File: src/rtl/sync_fifo_param_if.sv
// ---------------------------------------------------------------------------
// sync_fifo_param_if
//
// Bundles the producer/consumer handshake of sync_fifo_param.
//   master : the side that uses the FIFO (drives writes, reads, clr_err)
//   slave  : the FIFO itself (drives read data, count, status and error flags)
//
// Signals
//   data_in      DATA_W    write data
//   wr_en        1         write request
//   rd_en        1         read request (acknowledge in FWFT mode)
//   clr_err      1         clears the sticky overflow/underflow flags
//   data_out     DATA_W    read data
//   rd_valid     1         data_out holds a newly read word
//   fifo_counter ADDR_W+1  number of stored words, 0..2**ADDR_W
//   full, empty, almost_full, almost_empty, overflow, underflow  status
// ---------------------------------------------------------------------------
interface sync_fifo_param_if #(
    parameter int unsigned DATA_W = 8,
    parameter int unsigned ADDR_W = 6
);
    logic [DATA_W-1:0] data_in;
    logic              wr_en;
    logic              rd_en;
    logic              clr_err;
    logic [DATA_W-1:0] data_out;
    logic              rd_valid;
    logic [ADDR_W:0]   fifo_counter;
    logic              full;
    logic              empty;
    logic              almost_full;
    logic              almost_empty;
    logic              overflow;
    logic              underflow;

    modport master (
        output data_in, wr_en, rd_en, clr_err,
        input  data_out, rd_valid, fifo_counter, full, empty,
               almost_full, almost_empty, overflow, underflow
    );

    modport slave (
        input  data_in, wr_en, rd_en, clr_err,
        output data_out, rd_valid, fifo_counter, full, empty,
               almost_full, almost_empty, overflow, underflow
    );
endinterface

File: src/rtl/sync_fifo_param.sv
// ---------------------------------------------------------------------------
// sync_fifo_param
//
// Parametrised single-clock FIFO with full/empty, programmable almost-full /
// almost-empty flags and sticky overflow/underflow error flags.
//
// Parameters
//   DATA_W     word width
//   ADDR_W     pointer width, depth is 2**ADDR_W
//   AF_THRESH  almost_full  when count >= AF_THRESH
//   AE_THRESH  almost_empty when count <= AE_THRESH
//
// Ports
//   clk    rising-edge clock
//   reset  asynchronous active-high reset; clears pointers, count, output
//          register and error flags (memory contents are not cleared)
//   bus    sync_fifo_param_if.slave, see the interface file for signal list
//
// Build option
//   FIFO_FWFT_EN  when defined, data_out shows the head word combinationally
//                 and rd_valid = !empty; rd_en acknowledges the head word.
//                 Otherwise reads are registered with one cycle of latency.
// ---------------------------------------------------------------------------
module sync_fifo_param #(
    parameter int unsigned DATA_W    = 8,
    parameter int unsigned ADDR_W    = 6,
    parameter int unsigned AF_THRESH = (2 ** ADDR_W) - 4,
    parameter int unsigned AE_THRESH = 4
) (
    input  logic             clk,
    input  logic             reset,
    sync_fifo_param_if.slave bus
);

    localparam int unsigned DEPTH = 2 ** ADDR_W;

    localparam logic [ADDR_W:0]   DEPTH_CNT = (ADDR_W + 1)'(DEPTH);
    localparam logic [ADDR_W:0]   AF_CNT    = (ADDR_W + 1)'(AF_THRESH);
    localparam logic [ADDR_W:0]   AE_CNT    = (ADDR_W + 1)'(AE_THRESH);
    localparam logic [ADDR_W:0]   CNT_ONE   = (ADDR_W + 1)'(1);
    localparam logic [ADDR_W-1:0] PTR_ONE   = ADDR_W'(1);

    // Storage; deliberately has no reset.
    logic [DATA_W-1:0] mem [DEPTH];

    logic [ADDR_W-1:0] wr_ptr_q, wr_ptr_d;
    logic [ADDR_W-1:0] rd_ptr_q, rd_ptr_d;
    logic [ADDR_W:0]   count_q, count_d;
    logic              overflow_q, overflow_d;
    logic              underflow_q, underflow_d;

    logic full;
    logic empty;
    logic rd_acc;
    logic wr_acc;

    // Status flags decode the registered count only.
    assign full  = (count_q == DEPTH_CNT);
    assign empty = (count_q == '0);

    // A read only needs data present. A write at full is still taken when a
    // read frees a slot in the same cycle. At empty there is no bypass: the
    // read is rejected and only the write is taken.
    assign rd_acc = bus.rd_en && !empty;
    assign wr_acc = bus.wr_en && (!full || rd_acc);

    always_comb begin
        wr_ptr_d = wr_ptr_q;
        rd_ptr_d = rd_ptr_q;
        count_d  = count_q;

        if (wr_acc) begin
            wr_ptr_d = wr_ptr_q + PTR_ONE;
        end
        if (rd_acc) begin
            rd_ptr_d = rd_ptr_q + PTR_ONE;
        end

        case ({wr_acc, rd_acc})
            2'b10:   count_d = count_q + CNT_ONE;
            2'b01:   count_d = count_q - CNT_ONE;
            default: count_d = count_q;
        endcase
    end

    // Error flags are sticky; a new error in the same cycle as clr_err wins.
    always_comb begin
        overflow_d  = overflow_q;
        underflow_d = underflow_q;

        if (bus.wr_en && !wr_acc) begin
            overflow_d = 1'b1;
        end else if (bus.clr_err) begin
            overflow_d = 1'b0;
        end

        if (bus.rd_en && !rd_acc) begin
            underflow_d = 1'b1;
        end else if (bus.clr_err) begin
            underflow_d = 1'b0;
        end
    end

    always_ff @(posedge clk or posedge reset) begin
        if (reset) begin
            wr_ptr_q    <= '0;
            rd_ptr_q    <= '0;
            count_q     <= '0;
            overflow_q  <= 1'b0;
            underflow_q <= 1'b0;
        end else begin
            wr_ptr_q    <= wr_ptr_d;
            rd_ptr_q    <= rd_ptr_d;
            count_q     <= count_d;
            overflow_q  <= overflow_d;
            underflow_q <= underflow_d;
        end
    end

    always_ff @(posedge clk) begin
        if (wr_acc) begin
            mem[wr_ptr_q] <= bus.data_in;
        end
    end

`ifdef FIFO_FWFT_EN
    // Head word is presented as soon as it exists; when empty the output
    // simply shows whatever the head location last held.
    assign bus.data_out = mem[rd_ptr_q];
    assign bus.rd_valid = !empty;
`else
    logic [DATA_W-1:0] data_out_q;
    logic              rd_valid_q;

    always_ff @(posedge clk or posedge reset) begin
        if (reset) begin
            data_out_q <= '0;
            rd_valid_q <= 1'b0;
        end else begin
            rd_valid_q <= rd_acc;
            if (rd_acc) begin
                data_out_q <= mem[rd_ptr_q];
            end
        end
    end

    assign bus.data_out = data_out_q;
    assign bus.rd_valid = rd_valid_q;
`endif

    assign bus.fifo_counter = count_q;
    assign bus.full         = full;
    assign bus.empty        = empty;
    assign bus.almost_full  = (count_q >= AF_CNT);
    assign bus.almost_empty = (count_q <= AE_CNT);
    assign bus.overflow     = overflow_q;
    assign bus.underflow    = underflow_q;

endmodule

File: src/flat_wrapper.sv
// flat-port wrapper written by rule: the top's interface ports become plain ports
module sync_fifo_param_flat 
#(
    parameter int unsigned DATA_W    = 8,
    parameter int unsigned ADDR_W    = 6,
    parameter int unsigned AF_THRESH = (2 ** ADDR_W) - 4,
    parameter int unsigned AE_THRESH = 4
)
  (clk, reset, bus_data_in, bus_wr_en, bus_rd_en, bus_clr_err, bus_data_out, bus_rd_valid, bus_fifo_counter, bus_full, bus_empty, bus_almost_full, bus_almost_empty, bus_overflow, bus_underflow);
  sync_fifo_param_if #(.DATA_W(DATA_W), .ADDR_W(ADDR_W)) bus_i ();
  input  logic clk;
  input  logic reset;
  input wire logic [$bits(bus_i.data_in)-1:0] bus_data_in;
  input wire logic [$bits(bus_i.wr_en)-1:0] bus_wr_en;
  input wire logic [$bits(bus_i.rd_en)-1:0] bus_rd_en;
  input wire logic [$bits(bus_i.clr_err)-1:0] bus_clr_err;
  output wire logic [$bits(bus_i.data_out)-1:0] bus_data_out;
  output wire logic [$bits(bus_i.rd_valid)-1:0] bus_rd_valid;
  output wire logic [$bits(bus_i.fifo_counter)-1:0] bus_fifo_counter;
  output wire logic [$bits(bus_i.full)-1:0] bus_full;
  output wire logic [$bits(bus_i.empty)-1:0] bus_empty;
  output wire logic [$bits(bus_i.almost_full)-1:0] bus_almost_full;
  output wire logic [$bits(bus_i.almost_empty)-1:0] bus_almost_empty;
  output wire logic [$bits(bus_i.overflow)-1:0] bus_overflow;
  output wire logic [$bits(bus_i.underflow)-1:0] bus_underflow;
  assign bus_i.data_in = bus_data_in;
  assign bus_i.wr_en = bus_wr_en;
  assign bus_i.rd_en = bus_rd_en;
  assign bus_i.clr_err = bus_clr_err;
  assign bus_data_out = bus_i.data_out;
  assign bus_rd_valid = bus_i.rd_valid;
  assign bus_fifo_counter = bus_i.fifo_counter;
  assign bus_full = bus_i.full;
  assign bus_empty = bus_i.empty;
  assign bus_almost_full = bus_i.almost_full;
  assign bus_almost_empty = bus_i.almost_empty;
  assign bus_overflow = bus_i.overflow;
  assign bus_underflow = bus_i.underflow;
  sync_fifo_param #(.DATA_W(DATA_W), .ADDR_W(ADDR_W), .AF_THRESH(AF_THRESH), .AE_THRESH(AE_THRESH)) u_core (.clk(clk), .reset(reset), .bus(bus_i));
endmodule
File: config.mk
export PLATFORM = sky130hd
export DESIGN_NAME = sync_fifo_param_flat
export DESIGN_NICKNAME = d
export VERILOG_FILES = /design/src/rtl/sync_fifo_param_if.sv /design/src/rtl/sync_fifo_param.sv /design/src/flat_wrapper.sv
export SDC_FILE = /design/constraint.sdc
export NUM_CORES = 1
export LEC_CHECK = 0
export CORE_MARGIN = 5
export CORE_UTILIZATION = 25
export CTS_CLUSTER_SIZE = 24
export DETAILED_ROUTE_END_ITERATION = 8
export MAX_ROUTING_LAYER = met4
export SYNTH_ARGS = -nofsm -noshare
export SYNTH_HDL_FRONTEND = slang
export SYNTH_SLANG_ARGS = --single-unit
File: constraint.sdc
create_clock -name clk -period 3.53 [get_ports clk]
set_input_delay 0.706 -clock clk [delete_from_list [all_inputs] [get_ports clk]]
set_output_delay 0.706 -clock clk [all_outputs]
set_load 0.1 [all_outputs]
# Word-level counts from Yosys, hierarchy flattened
# Memories as Yosys holds them, arrays and structs flattened. A register that Yosys moved wholly into a read port is not among the register bits.
# Cells that the tools add are included.
[totals] register_bits=22 mem_bits_rw=512 inputBits=13 out_inout_bits=22 wordCells=35 memories=1
[mem_list] memory="u_core.mem" words=64 word_bits=8 read_ports=1 rd_clocked_by_memory_dff=1 write_ports=1 line_no="sync_fifo_param.sv:44" text="logic [DATA_W-1:0] mem [DEPTH];"
[op_classes] n_addsub=4 n_lt_le_gt_ge=2 n_eq_ne=3 mux=6 n_reduce_logical=13
[ops] cell="$pmux W7 S2" n=1
[ops] cell="$add A6 B1 Y6 const B" n=2
[ops] cell="$add A7 B1 Y7 const B" n=1
[ops] cell="$eq A7 B7 Y1 const B" n=1
[ops] cell="$ge A7 B6 Y1 const B" n=1
[ops] cell="$le A7 B3 Y1 const B" n=1
[ops] cell="$logic_not A7 Y1" n=1
[ops] cell="$sub A7 B1 Y7 const B" n=1
[ops] cell="$reduce_bool A2 Y1" n=3
[ops] cell="$mux W1" n=5
[ops] cell="$logic_and A1 B1 Y1" n=4
[ops] cell="$logic_not A1 Y1" n=4
[ops] cell="$eq A2 B1 Y1 const B" n=1
[ops] cell="$eq A2 B2 Y1 const B" n=1
[ops] cell="$logic_or A1 B1 Y1" n=1

# Longest topological paths before layout
[depth] word_depth=8 mapped_depth=13 depth_no_buf=13

# Worst setup path after synthesis
# OpenSTA, ideal clock, no wires.
[synth_timing] kind="flip-flop to flip-flop" startpoint="reg u_core.count_q[1] (netlist: u_core.bus.fifo_counter[1])" endpoint="reg u_core.count_q[6] (netlist: u_core.bus.fifo_counter[6])" setup_ns=0.124 t_arrival_ns=3.195 t_required_ns=3.406 path_slack_ns=0.211 path_stages_with_launch=14 path_buffers=0 period_less_slack_ns=3.319 path_cell_list="dfrtp_1 > nor3_1 > nand2_1 > o21ai_1 > nor2_1 > inv_1 > fa_1 > inv_1 > a21oi_1 > o21bai_1 > a21o_1 > a21oi_1 > mux2i_1 > a211o_1"
[synth_between] elab_chain_cells=7 elab_cells_between_ends=13 classes_between="add/sub (2); eq/ne (3); mux (1); reduce/logical (7)"
[synth_rtl] element="from (decl)" line_no="sync_fifo_param.sv:48" text="logic [ADDR_W:0] count_q, count_d;"
[synth_rtl] element="from (signal assigned)" line_no="sync_fifo_param.sv:114" text="count_q <= count_d;"
[synth_rtl] element="$logic_not A7 Y1" line_no="sync_fifo_param.sv:59" text="assign empty = (count_q == '0);"
[synth_rtl] element="$logic_not A1 Y1" line_no="sync_fifo_param.sv:64" text="assign rd_acc = bus.rd_en && !empty;"
[synth_rtl] element="$logic_and A1 B1 Y1" line_no="sync_fifo_param.sv:64"
[synth_rtl] element="$logic_or A1 B1 Y1" line_no="sync_fifo_param.sv:65" text="assign wr_acc = bus.wr_en && (!full || rd_acc);"
[synth_rtl] element="$logic_and A1 B1 Y1" line_no="sync_fifo_param.sv:65"
[synth_rtl] element="$eq A2 B1 Y1 / $eq A2 B2 Y1 (equally long branches)" line_no="sync_fifo_param.sv:79" text="case ({wr_acc, rd_acc})"
[synth_rtl] element="$pmux W7 S2 / $reduce_bool A2 Y1 (equally long branches)"
# Several ways; a longest one is shown, not always the timed one.
# A chain may end at the register's enable or synchronous reset.

# Worst setup path after layout
[layout_timing] startpoint="reg u_core.count_q[1] (netlist: u_core.bus.fifo_counter[1])" endpoint="out bus_fifo_counter[1]"
[layout_rtl] element="to (decl)" line_no="flat_wrapper.sv:19" text="output wire logic [$bits(bus_i.fifo_counter)-1:0] bus_fifo_counter;"
# No word-level cell between the ends.

==> results.json <==
{
  "start_util_pct": 25.09,
  "grt_overflow": 0,
  "tightestPinTransition_ns": 1.047,
  "die-height_um": 301.9,
  "r2r_start": "u_core.bus.fifo_counter[0]$_DFFE_PP0P_",
  "syn_area_sq_um": 21300,
  "min_period_ns": 2.895,
  "grt_pass1_wl_um": 73500,
  "ys_ff_latch": 542,
  "cts_setup_buffers": 0,
  "relSlewSlack_pct": 30.19,
  "max_freq_mhz": 345.4,
  "synth-edff-count": 512,
  "ys_async_sr_fraction_pct": 5.535,
  "ff2ff_setup_slack_ns": 0.72,
  "grtUsageTotal_pct": 11.14,
  "vias": 10490,
  "die_w_um": 301.9,
  "grt_pass1_vias": 11020,
  "syn-num-nets": 1081,
  "clkPwrFrac_pct": 31.2,
  "nets": 1222,
  "ant_nets": 0,
  "finalClockSkew_ns": 0.02845,
  "netSwitchingPower_mw": 6.292,
  "startpoint_type": "register",
  "drc": 0,
  "finalSetupViolations": 0,
  "cts-root-buf": "clkbuf_16",
  "layout_common_cells": "512 x edfxtp_1, 123 x mux4_2, 119 x buf_4",
  "clock_path_buffers": 3,
  "fin_crit_sh_pct": 82.02,
  "worstPathRequired_ns": 2.82,
  "sw_frac_of_total_pct": 31.97,
  "wire_per_inst_um": 20.63,
  "core-area_sq_um": 84880,
  "drv_slew": 0,
  "synthFlopType": "edfxtp_1",
  "critPathTopFamily": "buffers and inverters",
  "dp_hpwl_um": 32280,
  "status": "completed",
  "synth.distinct_cells": 53,
  "cts_hold_buffers": 0,
  "fill_cells": 8275,
  "power_frac_seq_pct": 40.2,
  "drt_iter0_markers": 809,
  "drive_gt1_share_pct": 28.87,
  "antenna_found_initial": 4,
  "hold_viol_final": 0,
  "routed_wl_um": 49410,
  "whs_path_depth": 1,
  "h-tree-depth": 2,
  "insertion_delay_ns": 0.62,
  "pwr-share-comb_pct": 28.6,
  "hold_path.startpoint": "u_core.wr_ptr_q[2]$_DFFE_PP0P_",
  "peakVddDrop_mv": 0.7171,
  "crit_type": "register to output pin",
  "path_cells": "clkdlybuf4s50_1",
  "portBuffers": 34,
  "grt_setup_unrepaired": "false",
  "r2r_end": "u_core.bus.fifo_counter[6]$_DFFE_PP0P_",
  "pwr_density_cell_nw_per_um2": 773.2,
  "rr_worst_depth": 12,
  "drtPass1Iterations": 5,
  "p_leak_nw": 8.203,
  "fin_total_pwr_mw": 19.68,
  "cts_tree": "built",
  "layout_setup_ws_ns": 0.6347,
  "min_path_type": "register to register",
  "path_clk_slew_ns": 0.06,
  "numCtsBuffers": 56,
  "syn_to_final_growth_pct": 19.51,
  "p_int_mw": 13.39,
  "crit_buf_inv": 1,
  "cpPeakStageDelay_ns": 1.16,
  "seq_area_frac_synth_pct": 75.71,
  "cts_sinks": 542,
  "finalSetupTns_ns": 0,
  "cp.arrival_ns": 2.19,
  "synthCells": 1060,
  "final_common_cell": "edfxtp_1",
  "cts_resized": 0,
  "num_rows": 107,
  "worstPathMaxFanout": 5,
  "synth_warnings": 0,
  "max_cap_viol_count": 0,
  "slowest_stage": "clkdlybuf4s50_1",
  "globalplace.congestion": 0.8194,
  "vias_per_cell": 4.381,
  "die-area_sq_um": 91130,
  "grt_max_degree": 65,
  "synth_area_per_cell_sq_um": 20.09,
  "end_kind": "output pin",
  "pre_cts_ws_ns": 0.3577,
  "pin_count": 35,
  "holdPathEnd": "u_core.wr_ptr_q[2]$_DFFE_PP0P_"
}
[registers in the layout, indices dropped and copies added, names as in the netlist]
signal and cells:
u_core.bus.data_out 8, u_core.bus.fifo_counter 7, u_core.bus.overflow 1, u_core.bus.rd_valid 1, u_core.bus.underflow 1, u_core.mem 512
u_core.rd_ptr_q 6, u_core.wr_ptr_q 6
[worst max path at each step]
| stage | from | endpoint | slack, ns | depth (start not counted) |
|---|---|---|---|---|
| after global routing | u_core.bus.fifo_counter[0]$_DFFE_PP0P_ | u_core.bus.fifo_counter[6]$_DFFE_PP0P_ | 0.50 | 12 |
| after floorplan | u_core.bus.fifo_counter[1]$_DFFE_PP0P_ | u_core.bus.fifo_counter[6]$_DFFE_PP0P_ | 0.21 | 13 |
| after detailed placement | bus_rd_en | u_core.bus.fifo_counter[6]$_DFFE_PP0P_ | 0.36 | 11 |
| after CTS | u_core.bus.fifo_counter[1]$_DFFE_PP0P_ | bus_fifo_counter[1] | 0.59 | 1 |
| final | u_core.bus.fifo_counter[1]$_DFFE_PP0P_ | bus_fifo_counter[1] | 0.63 | 1 |
| after global placement | bus_rd_en | u_core.bus.fifo_counter[6]$_DFFE_PP0P_ | 0.36 | 12 |
[cell usage after synthesis (3+ instances only)]
| library cell | number | area share (%) |
|---|---|---|
| clkbuf_1 | 13 | 0.23 |
| xor2_1 | 3 | 0.12 |
| nor3_1 | 3 | 0.070 |
| a31oi_1 | 3 | 0.088 |
| nor2b_1 | 7 | 0.21 |
| ha_1 | 7 | 0.41 |
| a22oi_1 | 12 | 0.42 |
| nand3_1 | 13 | 0.31 |
| a21oi_1 | 7 | 0.16 |
| mux2i_1 | 37 | 1.7 |
| o21ai_0 | 11 | 0.26 |
| o21ai_1 | 3 | 0.070 |
| buf_1 | 6 | 0.11 |
| a2111oi_0 | 4 | 0.16 |
| a32oi_1 | 6 | 0.25 |
| mux4_2 | 123 | 13 |
| buf_6 | 11 | 0.58 |
| edfxtp_1 | 512 | 72 |
| dfrtp_1 | 30 | 3.5 |
| o22ai_1 | 28 | 0.82 |
| inv_1 | 11 | 0.19 |
| nor2_1 | 92 | 1.6 |
| nand2_1 | 40 | 0.70 |
| buf_4 | 5 | 0.18 |
| buf_2 | 20 | 0.47 |
| xnor2_1 | 12 | 0.49 |
[kinds of logic after synthesis]
group | synth area share, %
AO/OA/AOI/OAI | 2.978
XOR/XNOR | 0.6168
adder cells (fa/ha/maj) | 0.5052
buffers and inverters | 1.792
flip-flops | 75.71
multiplexers | 14.85
AND/OR/NAND/NOR | 3.548
[routing by layer]
metal	GRT usage, %	wire [um]	up-vias
met4	4.052	1697	0
met5	-	0	-
met2	17.49	23600	325
met1	14.28	20860	5455
met3	2.526	3260	97
li1	-	-	4616
[cell type report]
cell class / count / area [sq um] / share of cell area, %
multi-input combinational: 450 / 4792 / 18.83
timing repair buffer: 138 / 1094 / 4.296
tap: 1144 / 1431 / 5.623
inverter: 13 / 48.80 / 0.1917
clock inverter: 34 / 389.1 / 1.529
antenna: 4 / 10.01 / 0.03932
sequential: 542 / 16130 / 63.38
clock buffer: 70 / 1556 / 6.115
[stage by stage]
stage | utilization, % | hold WS, ns | std cells | instance area [sq um]
finish | 29.99 | 0.4922 | 2395 | 25460
floorplan | - | 0.4586 | 1060 | 21300
global route | 29.99 | 0.5094 | 2395 | 25460
detailed placement | 27.69 | 0.4859 | 2287 | 23500
CTS | 29.98 | 0.4942 | 2391 | 25450
global placement | 27.69 | 0.4851 | 2287 | 23500
[power by group through the flow]
stage               combinational (mW)  sequential (mW)  clock, mW
finish                            5.63             7.92       6.13
global route                      5.99             7.97       6.53
CTS                               5.71             7.92       6.26
detailed placement                5.70             8.05          0
global placement                  5.64             8.03          0
floorplan                         3.67             8.32          0
(Power assumes the default switching activity.)
